--- src/rtl/seq_restoring_divider_if.sv ---
// seq_restoring_divider_if: Start/Busy/Done handshake and operand/result bus of the divider
interface seq_restoring_divider_if #(parameter int N = 8);
  logic         Start;
  logic [N-1:0] Dividend;
  logic [N-1:0] Divisor;
  logic         Busy;
  logic         Done;
  logic [N-1:0] Quotient;
  logic [N-1:0] Remainder;
  logic         Div_By_Zero;
  modport master (output Start, Dividend, Divisor, input Busy, Done, Quotient, Remainder, Div_By_Zero);
  modport slave (input Start, Dividend, Divisor, output Busy, Done, Quotient, Remainder, Div_By_Zero);
endinterface

--- src/rtl/seq_restoring_divider.sv ---
// seq_restoring_divider: unsigned N-bit restoring divider, one quotient bit per clock
module seq_restoring_divider #(parameter int N = 8) (
  input  logic Clk,
  input  logic Rst,
  seq_restoring_divider_if.slave bus
);
  localparam int CW = $clog2(N) + 1;
  typedef enum logic [1:0] {IDLE, CALC, FIN} state_t;
  state_t state, state_n;
  // {R, Q} with R's MSB dropped: R < Divisor always, so that bit is constant zero
  logic [2*N-1:0] rq, rq_n;
  logic [N:0]     t;
  logic [N-1:0]   dvs, quotient, remainder;
  logic [CW-1:0]  cnt;
  logic           dbz, accept, last;
  assign accept = bus.Start && state != CALC;
  assign last = cnt == CW'(N - 1);
  always_comb begin
    t = rq[2*N-1:N-1] - {1'b0, dvs};
    rq_n = t[N] ? {rq[2*N-2:0], 1'b0} : {t[N-1:0], rq[N-2:0], 1'b1};
    state_n = state == CALC ? (last ? FIN : CALC)
            : accept ? (bus.Divisor == '0 ? FIN : CALC) : IDLE;
  end
  always_ff @(posedge Clk) begin
    if (Rst) state <= IDLE;
    else state <= state_n;
  end
  always_ff @(posedge Clk) begin
    if (Rst) begin
      rq <= '0;
      dvs <= '0;
      cnt <= '0;
      quotient <= '0;
      remainder <= '0;
      dbz <= 1'b0;
    end else if (accept) begin
      dvs <= bus.Divisor;
      rq <= {{N{1'b0}}, bus.Dividend};
      cnt <= '0;
      if (bus.Divisor == '0) begin
        quotient <= '1;
        remainder <= bus.Dividend;
        dbz <= 1'b1;
      end
    end else if (state == CALC) begin
      rq <= rq_n;
      cnt <= cnt + CW'(1);
      if (last) begin
        quotient <= rq_n[N-1:0];
        remainder <= rq_n[2*N-1:N];
        dbz <= 1'b0;
      end
    end
  end
  assign bus.Busy = state == CALC;
  assign bus.Done = state == FIN;
  assign bus.Quotient = quotient;
  assign bus.Remainder = remainder;
  assign bus.Div_By_Zero = dbz;
endmodule

--- src/flat_wrapper.sv ---
// flat-port wrapper written by rule: the top's interface ports become plain ports
module seq_restoring_divider_flat 
#(parameter int N = 8)
  (Clk, Rst, bus_Start, bus_Dividend, bus_Divisor, bus_Busy, bus_Done, bus_Quotient, bus_Remainder, bus_Div_By_Zero);
  seq_restoring_divider_if #(.N(N)) bus_i ();
  input  logic Clk;
  input  logic Rst;
  input wire logic [$bits(bus_i.Start)-1:0] bus_Start;
  input wire logic [$bits(bus_i.Dividend)-1:0] bus_Dividend;
  input wire logic [$bits(bus_i.Divisor)-1:0] bus_Divisor;
  output wire logic [$bits(bus_i.Busy)-1:0] bus_Busy;
  output wire logic [$bits(bus_i.Done)-1:0] bus_Done;
  output wire logic [$bits(bus_i.Quotient)-1:0] bus_Quotient;
  output wire logic [$bits(bus_i.Remainder)-1:0] bus_Remainder;
  output wire logic [$bits(bus_i.Div_By_Zero)-1:0] bus_Div_By_Zero;
  assign bus_i.Start = bus_Start;
  assign bus_i.Dividend = bus_Dividend;
  assign bus_i.Divisor = bus_Divisor;
  assign bus_Busy = bus_i.Busy;
  assign bus_Done = bus_i.Done;
  assign bus_Quotient = bus_i.Quotient;
  assign bus_Remainder = bus_i.Remainder;
  assign bus_Div_By_Zero = bus_i.Div_By_Zero;
  seq_restoring_divider #(.N(N)) u_core (.Clk(Clk), .Rst(Rst), .bus(bus_i));
endmodule
--- config.mk ---
export PLATFORM = sky130hd
export DESIGN_NAME = seq_restoring_divider_flat
export DESIGN_NICKNAME = d
export VERILOG_FILES = /design/src/rtl/seq_restoring_divider_if.sv /design/src/rtl/seq_restoring_divider.sv /design/src/flat_wrapper.sv
export SDC_FILE = /design/constraint.sdc
export NUM_CORES = 1
export LEC_CHECK = 0
export CAP_MARGIN = 10
export CORE_MARGIN = 1
export CORE_UTILIZATION = 30
export DETAILED_ROUTE_END_ITERATION = 6
export PLACE_DENSITY = 0.54
export SYNTH_ARGS = -nofsm -noshare
export SYNTH_HDL_FRONTEND = slang
export SYNTH_SLANG_ARGS = --single-unit
--- constraint.sdc ---
create_clock -name Clk -period 3 [get_ports Clk]
set_input_delay 0.6 -clock Clk [delete_from_list [all_inputs] [get_ports Clk]]
set_output_delay 0.6 -clock Clk [all_outputs]
set_load 0.005 [all_outputs]
==> key figures, run 1 <==
Power and ir drop
  – PwrDens: around 480 mW/mm2
  – Final Total Pwr: ~1.4 mW
  – Leakage: 1.08 nW
  – Worst VDD drop: 0.220 mV

Critical path
  – Crit path max-delay family: compound AO/OA/AOI/OAI gates
  – Critical path data arrival time: 2.69 ns
  – Req. time, crit path: between 3 and 4 ns
  – CP dominant cell by count: inv_1
  – Crit-path max FO: 9
  – Bufs and invs on worst path: 2
  – Crit path kind: reg -> reg
  – Max incr delay on CP: 0.43 ns
  – Startpoint types: register
  – Worst setup EP type: register
  – Crit-path cells: inv_1, ha_1, inv_1, fa_1, a211oi_2, o21ai_2, o21ba_1, nand2_1, a211oi_1, o41ai_1
  – Critical Path Slowest Stage Cell: fa_1

Flow run
  – Max_cap viols: 0

STA
  – Final cycle utilization of the critical path: ~83%
  – Least-Margin Pin Slew: 0.758 ns
  – Max Slew Vio Count: 0
  – Crit path time final: 2.48 ns
  – Fmax: approximately 400 MHz
  – RSZ-0062 raised after global routing: false
  – Final hold viol count: 0
  – Slew HR: 49.4%
  – Setup TNS: 0 ns
  – Fin Clk Skew: approximately 0.012 ns
  – Final setup vio count: 0
  – Final setup margin: between 0.5 and 0.6 ns

Placement
  – Detail Placement HPWL: ~4.5 mm
  – RD Place Congestion: 0.798
  – Pre-CTS WS: between 0.4 and 0.5 ns
  – PortBufs: 37
  – Placed cell area: 0.00289 mm2

Routing
  – Via density: 5.03
  – DRT antenna net count: 0
  – Post-route DRC violation count: 0
  – Vias post-DR: 2119
  – Post-Route WL: between 6 and 7 mm
  – Wire per inst: 14.6 um
  – Pre-Repair DR Iteration Count: 4
  – 1st-iter DRT viols: between 80 and 90

Worst hold path
  – Worst hold path class: reg -> reg

Synth
  – Distinct cell type count after synthesis: slightly below 50
  – Synth top area share: 38.4%
  – Synth Cell Area: 0.00245 mm2
  – Most common cell in the netlist: dfxtp_1
  – Multiplexer share of the synthesized area: 3.27%
  – Seq/Total Area, Yosys: 38.4%
  – Synth Flop Type: dfxtp_1
  – Number of synthesized flops with an enable pin: 0
  – Cell count after synthesis: around 290
  – Synth Area in Simple Gates: 21.7%
  – Most instantiated cells after synthesis: 47 x dfxtp_1, 39 x nor2_1, 29 x nand2_1
  – Complex-gate fraction of the synthesized area: a little under a quarter
  – Post-Synth Adder-Cell Area: 5.41%
  – Syn Area/Cell: 8.52 um2
  – Synth area leader: dfxtp_1
  – Syn Nets: around 320
  – XOR/XNOR share of the synthesized area: 2.50%
  – Warnings, synthesis: 0
  – Post-synthesis register bit count: 47
  – Main combinational cell family by area after synthesis: compound AO/OA/AOI/OAI gates
  – Post-synthesis async set-or-reset flop share: 0%
  – Synth area leaders: dfxtp_1 38%, a211oi_1 7.7%, nor2_1 6.0%

Final layout
  – Final core occ: 38.0%
  – Nets: 348
  – P&R area growth vs syn: 21.1%
  – # diodes: 0
  – Fillers: 787
  – Fin area: ~0.0030 mm2
  – Layout cells sized above 1: 8.78%

GRT
  – GR Util met2: between 20% and 30%
  – Largest net degree at the start of global routing: 42
  – Met1 usage: 19.7%
  – First-pass GRT wire length: between 10 and 15 mm
  – Overall routing resource usage: between 10% and 20%
  – GRT met3 Usage: 3.61%
  – Busiest grt layer: met2
  – Vias in the first global route: 2081
  – Gr ovfl total: 0
  – Initial antenna violation count: 0

Floorplanning
  – Core area: between 0.007 and 0.008 mm2
  – Row count: 32
  – Starting density of the core: 31.4%
  – Die Height: approximately 92 um
  – Die W: 92.4 um
  – Die ar.: approximately 0.0085 mm2
  – Num ports: 38

CTS
  – # clock sinks: 47
  – Post-cts hold buffer count: 0
  – Post-CTS setup buffers: 0
  – CTS root buf: clkbuf_8
  – Longest Clk Path Bufs: 2
  – PostCTS Resize Cnt: 0
  – CTS buffer count: 5
  – CTS tree: done
  – Clk slew on worst S/H paths: 0.10 ns
  – Worst-Skew Late Latency: 0.30 ns
  – H-tree Lvls: 2

Outcome
  – Run status: completed
==> registers in the layout, indices dropped and copies added, names as in the netlist <==
register	flops
u_core.bus.Div_By_Zero	1
u_core.bus.Quotient	8
u_core.state	2
u_core.rq	16
u_core.dvs	8
u_core.cnt	4
u_core.bus.Remainder	8
==> layout by cell type, fill, tap and decap left out, drive strengths merged, types with 2 or more instances in the layout <==
cell type and count:
a211oi 26, a21o 2, a21oi 23, and2b 2, and3 3, buf 4, clkbuf 5, clkdlybuf4s50 37
clkinv 2, dfxtp 47, ha 9, inv 12, mux2i 8, nand2 30, nand2b 4, nand3b 6
nor2 39, nor2b 2, nor3 13, nor3b 2, nor4 2, o211ai 5, o21ai 6, o22ai 2
o41ai 6, xnor2 5, xor2 2
==> worst paths after layout <==
check	start	end	slack, ns	depth (start not counted)
worst max-delay path	u_core.rq[7]	u_core.bus.Remainder[7]	0.52	10
worst max register to register	u_core.rq[7]	u_core.bus.Remainder[7]	0.52	10
worst min-delay path	u_core.dvs[3]	u_core.dvs[3]	0.46	2
worst min register to register	u_core.dvs[3]	u_core.dvs[3]	0.46	2
==> report_power, final <==
part / internal [mW] / total (mW) / switching (mW) / leakage, nW
Clock: 0.160 / 0.387 / 0.227 / 0.0440
Sequential: 0.650 / 0.670 / 0.0195 / 0.383
Combinational: 0.157 / 0.383 / 0.226 / 0.652
==> metrics by stage <==
stage | hold slack (ns) | cells
after floorplan | 0.436 | 288
after global placement | 0.445 | 414
after detailed placement | 0.447 | 414
after CTS | 0.460 | 421
after global routing | 0.487 | 421
final | 0.461 | 421
==> routing by layer <==
metal	wire [um]	vias up
met3	202	4
met5	0	-
met2	2860	37
met4	59	0
met1	3040	985
li1	-	1093
==> kinds of logic (layout without fill, tap and decap cells) <==
logic type	after synthesis	after routing
AND/OR/NAND/NOR	108	108
AO/OA/AOI/OAI	79	79
flip-flops	47	47
buffers and inverters	29	60
adder cells (fa/ha/maj)	10	10
multiplexers	8	8
XOR/XNOR	7	7
==> layout make-up <==
type | count | area (um2) | area share [%]
multi-input combinational | 212 | 1370 | 46.2
sequential | 47 | 941 | 31.7
timing repair buffer | 41 | 400 | 13.5
tap | 102 | 128 | 4.30
clock buffer | 5 | 68.8 | 2.32
inverter | 12 | 47.5 | 1.60
clock inverter | 2 | 13.8 | 0.463
==> tightest hold or removal path, delay by kind of cell (launching register included) <==
family	cells	cell delay [ns]
compound gates	1	0.05
flops	1	0.32
simple gates	1	0.05
(Power assumes the default switching activity.)
==> run 2: changes to the inputs <==
Clock period 3 ns to 2.3 ns, I/O delays scaled along.
==> key figures, run 2 (synthesis gave the netlist of run 1 again) <==
Floorplanning
  – Num ports: 38 (unchanged)
  – Die ar.: 0.00854 mm2 (unchanged)
  – Die W: 92.4 um (unchanged)
  – Core area: 0.00781 mm2 (unchanged)
  – Starting density of the core: 31.4% (unchanged)
  – Die Height: 92.4 um (unchanged)
  – Row count: 32 (unchanged)

Critical path
  – Critical path data arrival time: 2.47 ns (was 2.69 ns)
  – Critical Path Slowest Stage Cell: fa_2 (was fa_1)
  – Crit path kind: reg -> reg (unchanged)
  – Req. time, crit path: 2.52 ns (was 3.21 ns)
  – Crit-path max FO: 5 (was 9)
  – Bufs and invs on worst path: 4 (was 2)
  – Max incr delay on CP: 0.37 ns (was 0.43 ns)
  – Crit-path cells: inv_2, ha_4, inv_2, fa_2, a211oi_4, o21ai_4, buf_6, nand4b_4, buf_6, and3_4, nor3_2, o41ai_2 (was inv_1, ha_1, inv_1, fa_1, a211oi_2, o21ai_2, o21ba_1, nand2_1, a211oi_1, o41ai_1)
  – Startpoint types: register (unchanged)
  – Crit path max-delay family: compound AO/OA/AOI/OAI gates (unchanged)
  – Worst setup EP type: register (unchanged)

Outcome
  – Run status: completed (unchanged)

GRT
  – Overall routing resource usage: 15.3% (was 15.0%)
  – Vias in the first global route: 2144 (was 2081)
  – Initial antenna violation count: 0 (unchanged)
  – Largest net degree at the start of global routing: 27 (was 42)
  – Gr ovfl total: 0 (unchanged)
  – First-pass GRT wire length: 10.4 mm (was 10.1 mm)

STA
  – Fmax: 444 MHz (was 403 MHz)
  – Setup TNS: 0 ns (unchanged)
  – Final hold viol count: 0 (unchanged)
  – Slew HR: 51.5% (was 49.4%)
  – Final cycle utilization of the critical path: 97.9% (was 82.8%)
  – Least-Margin Pin Slew: 0.728 ns (was 0.758 ns)
  – RSZ-0062 raised after global routing: true (was false)
  – Final setup vio count: 0 (unchanged)
  – Fin Clk Skew: 0.00906 ns (was 0.0120 ns)
  – Crit path time final: 2.25 ns (was 2.48 ns)
  – Max Slew Vio Count: 0 (unchanged)

Routing
  – Post-Route WL: 6.51 mm (was 6.16 mm)
  – Vias post-DR: 2252 (was 2119)
  – Wire per inst: 14.6 um (about the same)
  – Via density: 5.06 (was 5.03)
  – DRT antenna net count: 0 (unchanged)
  – 1st-iter DRT viols: 117 (was 86)
  – Post-route DRC violation count: 0 (unchanged)
  – Pre-Repair DR Iteration Count: 4 (unchanged)

Power and ir drop
  – Pint: 1.55 mW (was 0.968 mW)
  – Worst VDD drop: 0.323 mV (was 0.220 mV)
  – Comb power frac: 32.6% (was 26.6%)
  – Psw: 0.733 mW (was 0.472 mW)
  – Clock group share of total power: 29.2% (was 26.9%)
  – PwrDens: 676 mW/mm2 (was 485 mW/mm2)
  – Sequential Power Share: 38.2% (was 46.5%)
  – Leakage: 1.24 nW (was 1.08 nW)
  – Switching share of power: 32.1% (was 32.8%)

Placement
  – Post-Place Cells: 435 (was 414)
  – RD Place Congestion: 0.781 (was 0.798)
  – Detail Placement HPWL: 4.64 mm (was 4.47 mm)
  – PortBufs: 37 (unchanged)

CTS
  – H-tree Lvls: 2 (unchanged)
  – Worst-Skew Late Latency: 0.31 ns (was 0.30 ns)
  – # clock sinks: 47 (unchanged)
  – Clk slew on worst S/H paths: 0.10 ns (about the same)
  – CTS root buf: clkbuf_8 (unchanged)
  – CTS buffer count: 5 (unchanged)
  – Post-cts hold buffer count: 0 (unchanged)
  – CTS tree: done (unchanged)
  – Longest Clk Path Bufs: 2 (unchanged)

Flow run
  – Max_cap viols: 0 (unchanged)

Final layout
  – Nets: 371 (was 348)
  – Fillers: 773 (was 787)
  – Commonest non-fill, non-tap cells in the layout: 45 x dfxtp_1, 38 x nor2_1, 37 x clkdlybuf4s50_1 (was 47 x dfxtp_1, 39 x nor2_1, 37 x clkdlybuf4s50_1)
  – Layout cells sized above 1: 22.2% (was 8.78%)
  – Final core occ: 43.3% (was 38.0%)
  – P&R area growth vs syn: 37.8% (was 21.1%)
  – Max reg flops: 16 (unchanged)
  – Largest Register: u_core.rq (unchanged)
  – Finished Layout Cells: 445 (was 421)
  – # diodes: 0 (unchanged)
  – Commonest non-fill, non-tap cell in the layout: dfxtp_1 (unchanged)

Worst hold path
  – Worst hold path class: reg -> reg (unchanged)
==> run 2: final cells by class <==
class | count | area [um2] | share of cell area (%)
inverters | 12 | 47.5 | 1.41
clock buffers | 6 | 82.6 | 2.44
multi-input cells | 213 | 1550 | 45.7
well taps | 102 | 128 | 3.78
flip-flops and latches | 47 | 943 | 27.9
clock inverters | 2 | 38.8 | 1.15
repair buffers | 63 | 593 | 17.6
==> run 2: routing by layer <==
metal | up-vias | part of all wire (%) | track usage (%)
met5 | - | 0 | 0
met4 | 0 | 0.75 | 3.78
met3 | 5 | 3.0 | 3.20
met2 | 35 | 46 | 24.3
met1 | 1066 | 50 | 21.0
li1 | 1146 | - | -
==> run 2: power groups by stage <==
stage	clock network, mW	registers, mW	logic (mW)
after floorplan	0	0.885	0.377
after global placement	0	0.890	0.577
after detailed placement	0	0.890	0.579
after CTS	0.676	0.872	0.629
after global routing	0.708	0.877	0.809
final	0.667	0.873	0.745
==> run 2: worst paths after layout <==
| check | from | to | slack, ns | depth (start not counted) |
|---|---|---|---|---|
| worst min register to register | u_core.dvs[3] | u_core.dvs[3] | 0.46 | 2 |
| worst max-delay path | u_core.rq[7] | u_core.bus.Remainder[3] | 0.05 | 12 |
| worst max register to register | u_core.rq[7] | u_core.bus.Remainder[3] | 0.05 | 12 |
| worst min-delay path | u_core.dvs[3] | u_core.dvs[3] | 0.46 | 2 |
==> run 2: worst reg2reg max path: cells and delay by family, from the launching register on <==
kind	cells	cell delay (ns)
simple gates	3	0.36
buf+inv	4	0.40
compound gates	3	0.58
flops	1	0.33
fa+ha+maj	2	0.49
==> run 2: timing repair <==
| action | in CTS | in global routing |
|---|---|---|
| pin swaps | 4 | 19 |
| setup buffers | 0 | 1 |
| setup endpoints to repair | 13 | 17 |
| gates resized for setup | 14 | 30 |
| cloned | 0 | 1 |
==> run 2: metrics by stage <==
| step | instance area [um2] | hold slack [ns] | worst slack, ns | power, mW |
|---|---|---|---|---|
| after floorplan | 2450 | 0.436 | 0.00608 | 1.26 |
| final | 3380 | 0.459 | 0.0491 | 2.28 |
| after global placement | 3060 | 0.446 | -0.103 | 1.47 |
| after detailed placement | 3060 | 0.448 | -0.140 | 1.47 |
| after global routing | 3380 | 0.483 | -0.0678 | 2.39 |
| after CTS | 3240 | 0.460 | -0.0397 | 2.18 |
